`config.mk`:
```
export PLATFORM = sky130hd
export DESIGN_NAME = mdu_iter_flat
export DESIGN_NICKNAME = d
export VERILOG_FILES = /design/src/rtl/mdu_iter_if.sv /design/src/rtl/mdu_iter.sv /design/src/flat_wrapper.sv
export SDC_FILE = /design/constraint.sdc
export NUM_CORES = 2
export LEC_CHECK = 0
export BUFFER_PORTS_ARGS = -buffer_cell sky130_fd_sc_hd__buf_2
export CORE_UTILIZATION = 60
export DETAILED_ROUTE_END_ITERATION = 16
export PLACE_DENSITY = 0.77
export SLEW_MARGIN = 10
export SYNTH_ARGS = -nofsm -noshare
export SYNTH_HDL_FRONTEND = slang
export SYNTH_SLANG_ARGS = --single-unit
```
`constraint.sdc`:
```
create_clock -name clock -period 29.6 [get_ports clock]
set_clock_uncertainty 0.1 [all_clocks]
set_input_delay 2.96 -clock clock [delete_from_list [all_inputs] [get_ports clock]]
set_output_delay 2.96 -clock clock [all_outputs]
set_load 0.05 [all_outputs]
```
`src/rtl/mdu_iter_if.sv`:
```
// Issue/writeback handshake between the issue stage and the RV32M multiply/divide unit.
interface mdu_iter_if #(
    parameter int TransIdWidth = 3
);
    logic                    mdu_valid;
    logic                    mdu_ready;
    logic [2:0]              operation;
    logic [31:0]             operand_a;
    logic [31:0]             operand_b;
    logic [TransIdWidth-1:0] trans_id;
    logic                    result_valid;
    logic [31:0]             result;
    logic [TransIdWidth-1:0] result_id;

    modport master (
        output mdu_valid, operation, operand_a, operand_b, trans_id,
        input  mdu_ready, result_valid, result, result_id
    );

    modport slave (
        input  mdu_valid, operation, operand_a, operand_b, trans_id,
        output mdu_ready, result_valid, result, result_id
    );
endinterface

```
`src/rtl/mdu_iter.sv`:
```
// RV32M unit: single-cycle registered multiplies, 32-step restoring divider for DIV/REM.
// Optional MDU_DIV_SHORTCUT_EN: divide-by-zero and signed overflow complete in one cycle.
module mdu_iter #(
    parameter int TransIdWidth = 3,
    parameter int DivCycles    = 32
) (
    input  logic        clock,
    input  logic        reset,
    input  logic        flush,
    mdu_iter_if.slave   mdu
);
    localparam int CntW = $clog2(DivCycles);

    typedef enum logic [1:0] {IDLE, DIV, DONE} state_e;

    state_e                  r_state, w_state_nxt;
    logic [CntW-1:0]         r_cnt;
    logic [31:0]             r_rem, r_quo, r_dvs;
    logic                    r_qneg, r_rneg, r_is_rem, r_dz, r_ovf;
    logic [TransIdWidth-1:0] r_id;
    logic                    r_res_valid;
    logic [31:0]             r_result;
    logic [TransIdWidth-1:0] r_res_id;

    logic [2:0]  w_op;
    logic [31:0] w_a, w_b;
    logic        w_accept, w_is_div, w_signed_div, w_dz, w_ovf, w_short, w_imm_go, w_div_last;
    logic [31:0] w_a_abs, w_b_abs;
    logic signed [32:0] w_ma, w_mb;
    logic signed [63:0] w_prod;
    logic [31:0] w_mul_res, w_imm_res;
    logic [32:0] w_shift, w_diff;
    logic        w_fit;
    logic [31:0] w_rem_nxt, w_quo_nxt, w_q_fix, w_r_fix, w_div_res;

    assign w_op = mdu.operation;
    assign w_a  = mdu.operand_a;
    assign w_b  = mdu.operand_b;

    assign mdu.mdu_ready    = (r_state == IDLE);
    assign mdu.result_valid = r_res_valid;
    assign mdu.result       = r_result;
    assign mdu.result_id    = r_res_id;

    assign w_accept     = mdu.mdu_valid && (r_state == IDLE) && !flush;
    assign w_is_div     = w_op[2];
    assign w_signed_div = !w_op[0];
    assign w_dz         = (w_b == 32'd0);
    assign w_ovf        = w_signed_div && (w_a == 32'h8000_0000) && (w_b == 32'hFFFF_FFFF);
    assign w_a_abs      = (w_signed_div && w_a[31]) ? -w_a : w_a;
    assign w_b_abs      = (w_signed_div && w_b[31]) ? -w_b : w_b;

    // 33-bit operands sign/zero-extended per op; product is exact in 64 bits.
    assign w_ma      = {(w_op[1:0] == 2'd1 || w_op[1:0] == 2'd2) & w_a[31], w_a};
    assign w_mb      = {(w_op[1:0] == 2'd1) & w_b[31], w_b};
    assign w_prod    = w_ma * w_mb;
    assign w_mul_res = (w_op[1:0] == 2'd0) ? w_prod[31:0] : w_prod[63:32];

`ifdef MDU_DIV_SHORTCUT_EN
    logic [31:0] w_short_res;
    assign w_short     = w_dz || w_ovf;
    assign w_short_res = w_dz ? (w_op[1] ? w_a : 32'hFFFF_FFFF)
                              : (w_op[1] ? 32'd0 : 32'h8000_0000);
    assign w_imm_res   = w_is_div ? w_short_res : w_mul_res;
`else
    assign w_short   = 1'b0;
    assign w_imm_res = w_mul_res;
`endif

    assign w_imm_go   = w_accept && (!w_is_div || w_short);
    assign w_div_last = (r_state == DIV) && (r_cnt == '0);

    // Restoring step: shift in next dividend bit, keep the difference if it fits.
    assign w_shift   = {r_rem, r_quo[31]};
    assign w_diff    = w_shift - {1'b0, r_dvs};
    assign w_fit     = !w_diff[32];
    assign w_rem_nxt = w_fit ? w_diff[31:0] : w_shift[31:0];
    assign w_quo_nxt = {r_quo[30:0], w_fit};

    // Divide-by-zero remainder falls out naturally (|a| re-signed to a).
    assign w_q_fix   = r_dz  ? 32'hFFFF_FFFF :
                       r_ovf ? 32'h8000_0000 :
                       (r_qneg ? -w_quo_nxt : w_quo_nxt);
    assign w_r_fix   = r_ovf ? 32'd0 : (r_rneg ? -w_rem_nxt : w_rem_nxt);
    assign w_div_res = r_is_rem ? w_r_fix : w_q_fix;

    always_comb begin
        w_state_nxt = r_state;
        unique case (r_state)
            IDLE:    if (w_accept && w_is_div && !w_short) w_state_nxt = DIV;
            DIV:     if (r_cnt == '0) w_state_nxt = DONE;
            DONE:    w_state_nxt = IDLE;
            default: w_state_nxt = IDLE;
        endcase
        if (flush) w_state_nxt = IDLE;
    end

    always_ff @(posedge clock) begin
        if (reset) r_state <= IDLE;
        else       r_state <= w_state_nxt;
    end

    always_ff @(posedge clock) begin
        if (reset) begin
            r_cnt    <= '0;
            r_rem    <= '0;
            r_quo    <= '0;
            r_dvs    <= '0;
            r_qneg   <= 1'b0;
            r_rneg   <= 1'b0;
            r_is_rem <= 1'b0;
            r_dz     <= 1'b0;
            r_ovf    <= 1'b0;
            r_id     <= '0;
        end else if (w_accept && w_is_div && !w_short) begin
            r_cnt    <= CntW'(DivCycles - 1);
            r_rem    <= '0;
            r_quo    <= w_a_abs;
            r_dvs    <= w_b_abs;
            r_qneg   <= w_signed_div && (w_a[31] ^ w_b[31]);
            r_rneg   <= w_signed_div && w_a[31];
            r_is_rem <= w_op[1];
            r_dz     <= w_dz;
            r_ovf    <= w_ovf;
            r_id     <= mdu.trans_id;
        end else if (r_state == DIV) begin
            r_rem <= w_rem_nxt;
            r_quo <= w_quo_nxt;
            if (r_cnt != '0) r_cnt <= r_cnt - 1'b1;
        end
    end

    // Output registers hold their value between strobes; flush kills the strobe only.
    always_ff @(posedge clock) begin
        if (reset) begin
            r_res_valid <= 1'b0;
            r_result    <= '0;
            r_res_id    <= '0;
        end else begin
            r_res_valid <= !flush && (w_imm_go || w_div_last);
            if (w_imm_go) begin
                r_result <= w_imm_res;
                r_res_id <= mdu.trans_id;
            end else if (w_div_last && !flush) begin
                r_result <= w_div_res;
                r_res_id <= r_id;
            end
        end
    end
endmodule

```
`src/flat_wrapper.sv`:
```
// flat-port wrapper written by rule: the top's interface ports become plain ports
module mdu_iter_flat 
#(
    parameter int TransIdWidth = 3,
    parameter int DivCycles    = 32
)
  (clock, reset, flush, mdu_mdu_valid, mdu_operation, mdu_operand_a, mdu_operand_b, mdu_trans_id, mdu_mdu_ready, mdu_result_valid, mdu_result, mdu_result_id);
  mdu_iter_if #(.TransIdWidth(TransIdWidth)) mdu_i ();
  input  logic clock;
  input  logic reset;
  input  logic flush;
  input wire logic [$bits(mdu_i.mdu_valid)-1:0] mdu_mdu_valid;
  input wire logic [$bits(mdu_i.operation)-1:0] mdu_operation;
  input wire logic [$bits(mdu_i.operand_a)-1:0] mdu_operand_a;
  input wire logic [$bits(mdu_i.operand_b)-1:0] mdu_operand_b;
  input wire logic [$bits(mdu_i.trans_id)-1:0] mdu_trans_id;
  output wire logic [$bits(mdu_i.mdu_ready)-1:0] mdu_mdu_ready;
  output wire logic [$bits(mdu_i.result_valid)-1:0] mdu_result_valid;
  output wire logic [$bits(mdu_i.result)-1:0] mdu_result;
  output wire logic [$bits(mdu_i.result_id)-1:0] mdu_result_id;
  assign mdu_i.mdu_valid = mdu_mdu_valid;
  assign mdu_i.operation = mdu_operation;
  assign mdu_i.operand_a = mdu_operand_a;
  assign mdu_i.operand_b = mdu_operand_b;
  assign mdu_i.trans_id = mdu_trans_id;
  assign mdu_mdu_ready = mdu_i.mdu_ready;
  assign mdu_result_valid = mdu_i.result_valid;
  assign mdu_result = mdu_i.result;
  assign mdu_result_id = mdu_i.result_id;
  mdu_iter #(.TransIdWidth(TransIdWidth), .DivCycles(DivCycles)) u_core (.clock(clock), .reset(reset), .flush(flush), .mdu(mdu_i));
endmodule
```
==> results.py <==
metrics = {
    "worst_setup_path": {
        "timing.critical_path.from": "mdu_operation[0]",
        "critPathSlowestCell": "sky130_fd_sc_hd__fa_1",
        "critPathArrivalTime_ns": 13.11,
        "endpoint_class_of_the_critical_path": "flop",
        "critical_path_required_ns": 29.84,
        "reg2reg_slack_ns": 23.48,
        "critical_path_class": "in2reg",
        "worstReg2RegStart": "u_core.r_rem[8]",
        "peak_per_stage_delay_on_the_critical_path_ns": 0.85,
        "worst_setup_path_start_kind": "primary input",
        "critical_path.max_fanout": 19,
    },
    "floorplanning": {
        "dieWidth_um": 291,
        "fp.dieH_um": 291,
        "core.rowCount": 105,
        "floorplan.core_area_um2": 82400,
        "dieArea_um2": 84800,
        "start_util_pct": 60.9,
        "design.portCount": 111,
    },
    "cells_and_area": {
        "nets": 7257,
        "area_growth_syn_to_layout_pct": 3.16,
        "layout-drive-gt1-share_pct": 4.59,
    },
    "sta": {
        "slew_headroom_pct": 23.1,
        "timing.final.crit_share_pct": 43.5,
        "fmax_ghz": 0.0777,
        "timing_worst_slew_pin_value_ns": 1.15,
        "finalSetupTns_ns": 0,
        "slew_violations": 0,
        "finalCriticalPeriod_ns": 12.87,
        "finalHoldViolCount": 0,
        "report.final.setup_viol": 0,
        "grt_setup_unrepaired": "no",
    },
    "routing": {
        "finalWirelength_mm": 153,
        "vias_per_cell": 6.04,
        "via_count": 41600,
        "detail_route.drc_violations": 0,
        "count_of_antenna_violating_nets_left_after_detailed_routing": 0,
        "detail_route.iter0.violations": 4117,
        "post_drt_wl_per_cell_um": 22.3,
        "drt_pre_antenna_iters": 8,
    },
    "clocking": {
        "clock_tree_from_tritoncts": "yes",
        "cts_htree_levels": 4,
        "clkLatencyLatePin_ns": 0.45,
        "numCtsBuffers": 17,
        "cts_root_buf": "sky130_fd_sc_hd__clkbuf_16",
        "clkTransAtPathRegs_ns": 0.07,
        "hold_buffers": 0,
        "cts.sink_count": 147,
        "clockBufferDepth": 2,
        "post_cts_resized": 0,
        "cts.repair_timing.setup_buffer_count": 0,
    },
    "logic_synthesis": {
        "synth.yosys.seq_area_share_pct": 5.86,
        "synth-edff-count": 0,
        "syn-cell-area_um2": 50200,
        "asyncSetResetFlopFracSynth_pct": 0,
        "post_synth_inst_count": 5992,
        "yosysUniqueCellTypes": 85,
        "synth_nets": 7446,
        "total_number_of_yosys_warnings": 0,
        "postSynthRegisterBits": 147,
        "synth_area_per_cell_um2": 8.38,
        "postSynth.topFlopCell": "sky130_fd_sc_hd__dfxtp_1",
    },
    "global_route": {
        "grt_pass1_wl_mm": 244,
        "grt_overflow_total": 0,
        "grt_max_degree": 73,
        "grt_pass1_vias": 43500,
        "grt_use_total_pct": 37.4,
        "antenna_found_initial": 6,
    },
    "placed_design": {
        "gpl.final_weighted_congestion": 1.02,
        "place.port_buffers": 110,
        "post-dp-hpwl_mm": 114,
    },
    "flow_run": {
        "max_cap_violations": 0,
    },
    "status": {
        "outcome": "finished clean",
    },
    "worst_hold_path": {
        "class_of_the_tightest_hold_or_removal_check": "reg2reg",
        "worst_hold_startpoint": "u_core.r_id[0]",
    },
}
## worst max-delay path, delay by kind of cell
family | cells | cell delay (ns)
simple gates | 5 | 1.67
fa+ha+maj | 10 | 5.39
buf+inv | 9 | 1.25
compound gates | 4 | 1.82
## stage by stage
stage	setup WS (ns)	cell area, µm²	cells	hold WS [ns]	utilization, %
after floorplan	18.01	50200	5992	0.332	-
after global placement	16.65	51200	6854	0.342	62.1
after detailed placement	16.36	51200	6854	0.351	62.1
after CTS	16.80	51800	6886	0.361	62.8
after global routing	16.24	51800	6886	0.375	62.8
final	16.73	51800	6890	0.363	62.9
## path summary, 6_finish.rpt
check                                             end  depth (start not counted)
worst max-delay path            u_core.mdu.result[27]                         28
worst max register to register  u_core.mdu.result[20]                         19
worst min-delay path                   u_core.r_id[0]                          2
worst min register to register         u_core.r_id[0]                          2
## metal layers
layer | routed length (µm) | global-route usage (%)
met1 | 58500 | 50.3
met2 | 67300 | 57.2
met3 | 19300 | 9.59
met4 | 8240 | 16.8
met5 | 55 | 0
## registers in the layout, summed over array words and instances, names as in the netlist
| signal | cells |
|---|---|
| u_core.r_state | 2 |
| u_core.mdu.result_valid | 1 |
| u_core.r_quo | 32 |
| u_core.r_rneg | 1 |
| u_core.r_ovf | 1 |
| u_core.r_dvs | 32 |
| u_core.r_dz | 1 |
| u_core.r_id | 3 |
| u_core.r_is_rem | 1 |
| u_core.mdu.result | 32 |
| u_core.r_qneg | 1 |
| u_core.mdu.result_id | 3 |
| u_core.r_rem | 32 |
| u_core.r_cnt | 5 |
## logic make-up (layout without fill, tap and decap cells)
| logic type | Yosys count | count (layout) | share of synthesized area, % |
|---|---|---|---|
| buffers and inverters | 1655 | 1479 | 12.4 |
| DFF | 147 | 147 | 5.86 |
| AOI/OAI and AO/OA | 750 | 750 | 9.86 |
| other | 0 | 4 | 0 |
| muxes | 26 | 26 | 0.533 |
| xor gates and xnor gates | 200 | 200 | 3.49 |
| adders and majority gates | 1380 | 1380 | 51.2 |
| and+or+nand+nor | 1834 | 1834 | 16.6 |
## cell usage after synthesis, drive strengths merged (52+ instances only)
| master | instances | share of area [%] |
|---|---|---|
| inv | 1260 | 9.4 |
| fa | 1126 | 45 |
| nand2 | 991 | 7.4 |
| clkbuf | 326 | 2.4 |
| and2 | 294 | 3.7 |
| nor2 | 265 | 2.0 |
| ha | 254 | 6.3 |
| a21oi | 206 | 2.1 |
| o21ai | 152 | 1.5 |
| dfxtp | 147 | 5.9 |
| xnor2 | 127 | 2.2 |
| a211oi | 79 | 1.2 |
| xor2 | 73 | 1.3 |
| buf | 69 | 0.56 |
| nor3 | 52 | 0.52 |
## area by class of cell
type	count	area, µm²
multi-input combinational	4190	41000
fill	6973	30600
inverter	1260	4730
sequential	147	2940
tap	1070	1340
timing repair buffer	187	1130
clock buffer	18	429
clock inverter	14	164
antenna	4	10.0
## placed cells by master (no fill, tap or decap), types with 8 or more instances in the layout
master,instances
sky130_fd_sc_hd__o21a_1,12
sky130_fd_sc_hd__a21boi_0,8
sky130_fd_sc_hd__nor2b_1,15
sky130_fd_sc_hd__or3_1,23
sky130_fd_sc_hd__buf_2,109
sky130_fd_sc_hd__dfxtp_1,147
sky130_fd_sc_hd__mux2i_1,20
sky130_fd_sc_hd__ha_1,254
sky130_fd_sc_hd__o41ai_1,20
sky130_fd_sc_hd__nand3_1,33
sky130_fd_sc_hd__o31ai_1,30
sky130_fd_sc_hd__and3_1,33
sky130_fd_sc_hd__and2_1,293
sky130_fd_sc_hd__a22oi_1,8
sky130_fd_sc_hd__inv_1,1259
sky130_fd_sc_hd__buf_4,78
sky130_fd_sc_hd__a221oi_1,12
sky130_fd_sc_hd__clkbuf_16,17
sky130_fd_sc_hd__xor2_1,73
sky130_fd_sc_hd__a211oi_1,77
sky130_fd_sc_hd__o21ai_0,145
sky130_fd_sc_hd__a31oi_1,25
sky130_fd_sc_hd__o211ai_1,14
sky130_fd_sc_hd__a311oi_1,45
sky130_fd_sc_hd__nor3_1,51
sky130_fd_sc_hd__a21o_1,35
sky130_fd_sc_hd__xnor2_1,127
sky130_fd_sc_hd__nand2b_1,15
sky130_fd_sc_hd__o22ai_1,13
sky130_fd_sc_hd__a21oi_1,206
sky130_fd_sc_hd__fa_1,1126
sky130_fd_sc_hd__nand4_1,34
sky130_fd_sc_hd__nor4_1,26
sky130_fd_sc_hd__o21bai_1,20
sky130_fd_sc_hd__nand2_1,989
sky130_fd_sc_hd__nor2_1,265
sky130_fd_sc_hd__or4_1,13
sky130_fd_sc_hd__o221ai_1,10
sky130_fd_sc_hd__or2_2,13
Power is not shown: default switching activity piles up to over one toggle a cycle in this logic, so the estimate is an artifact.
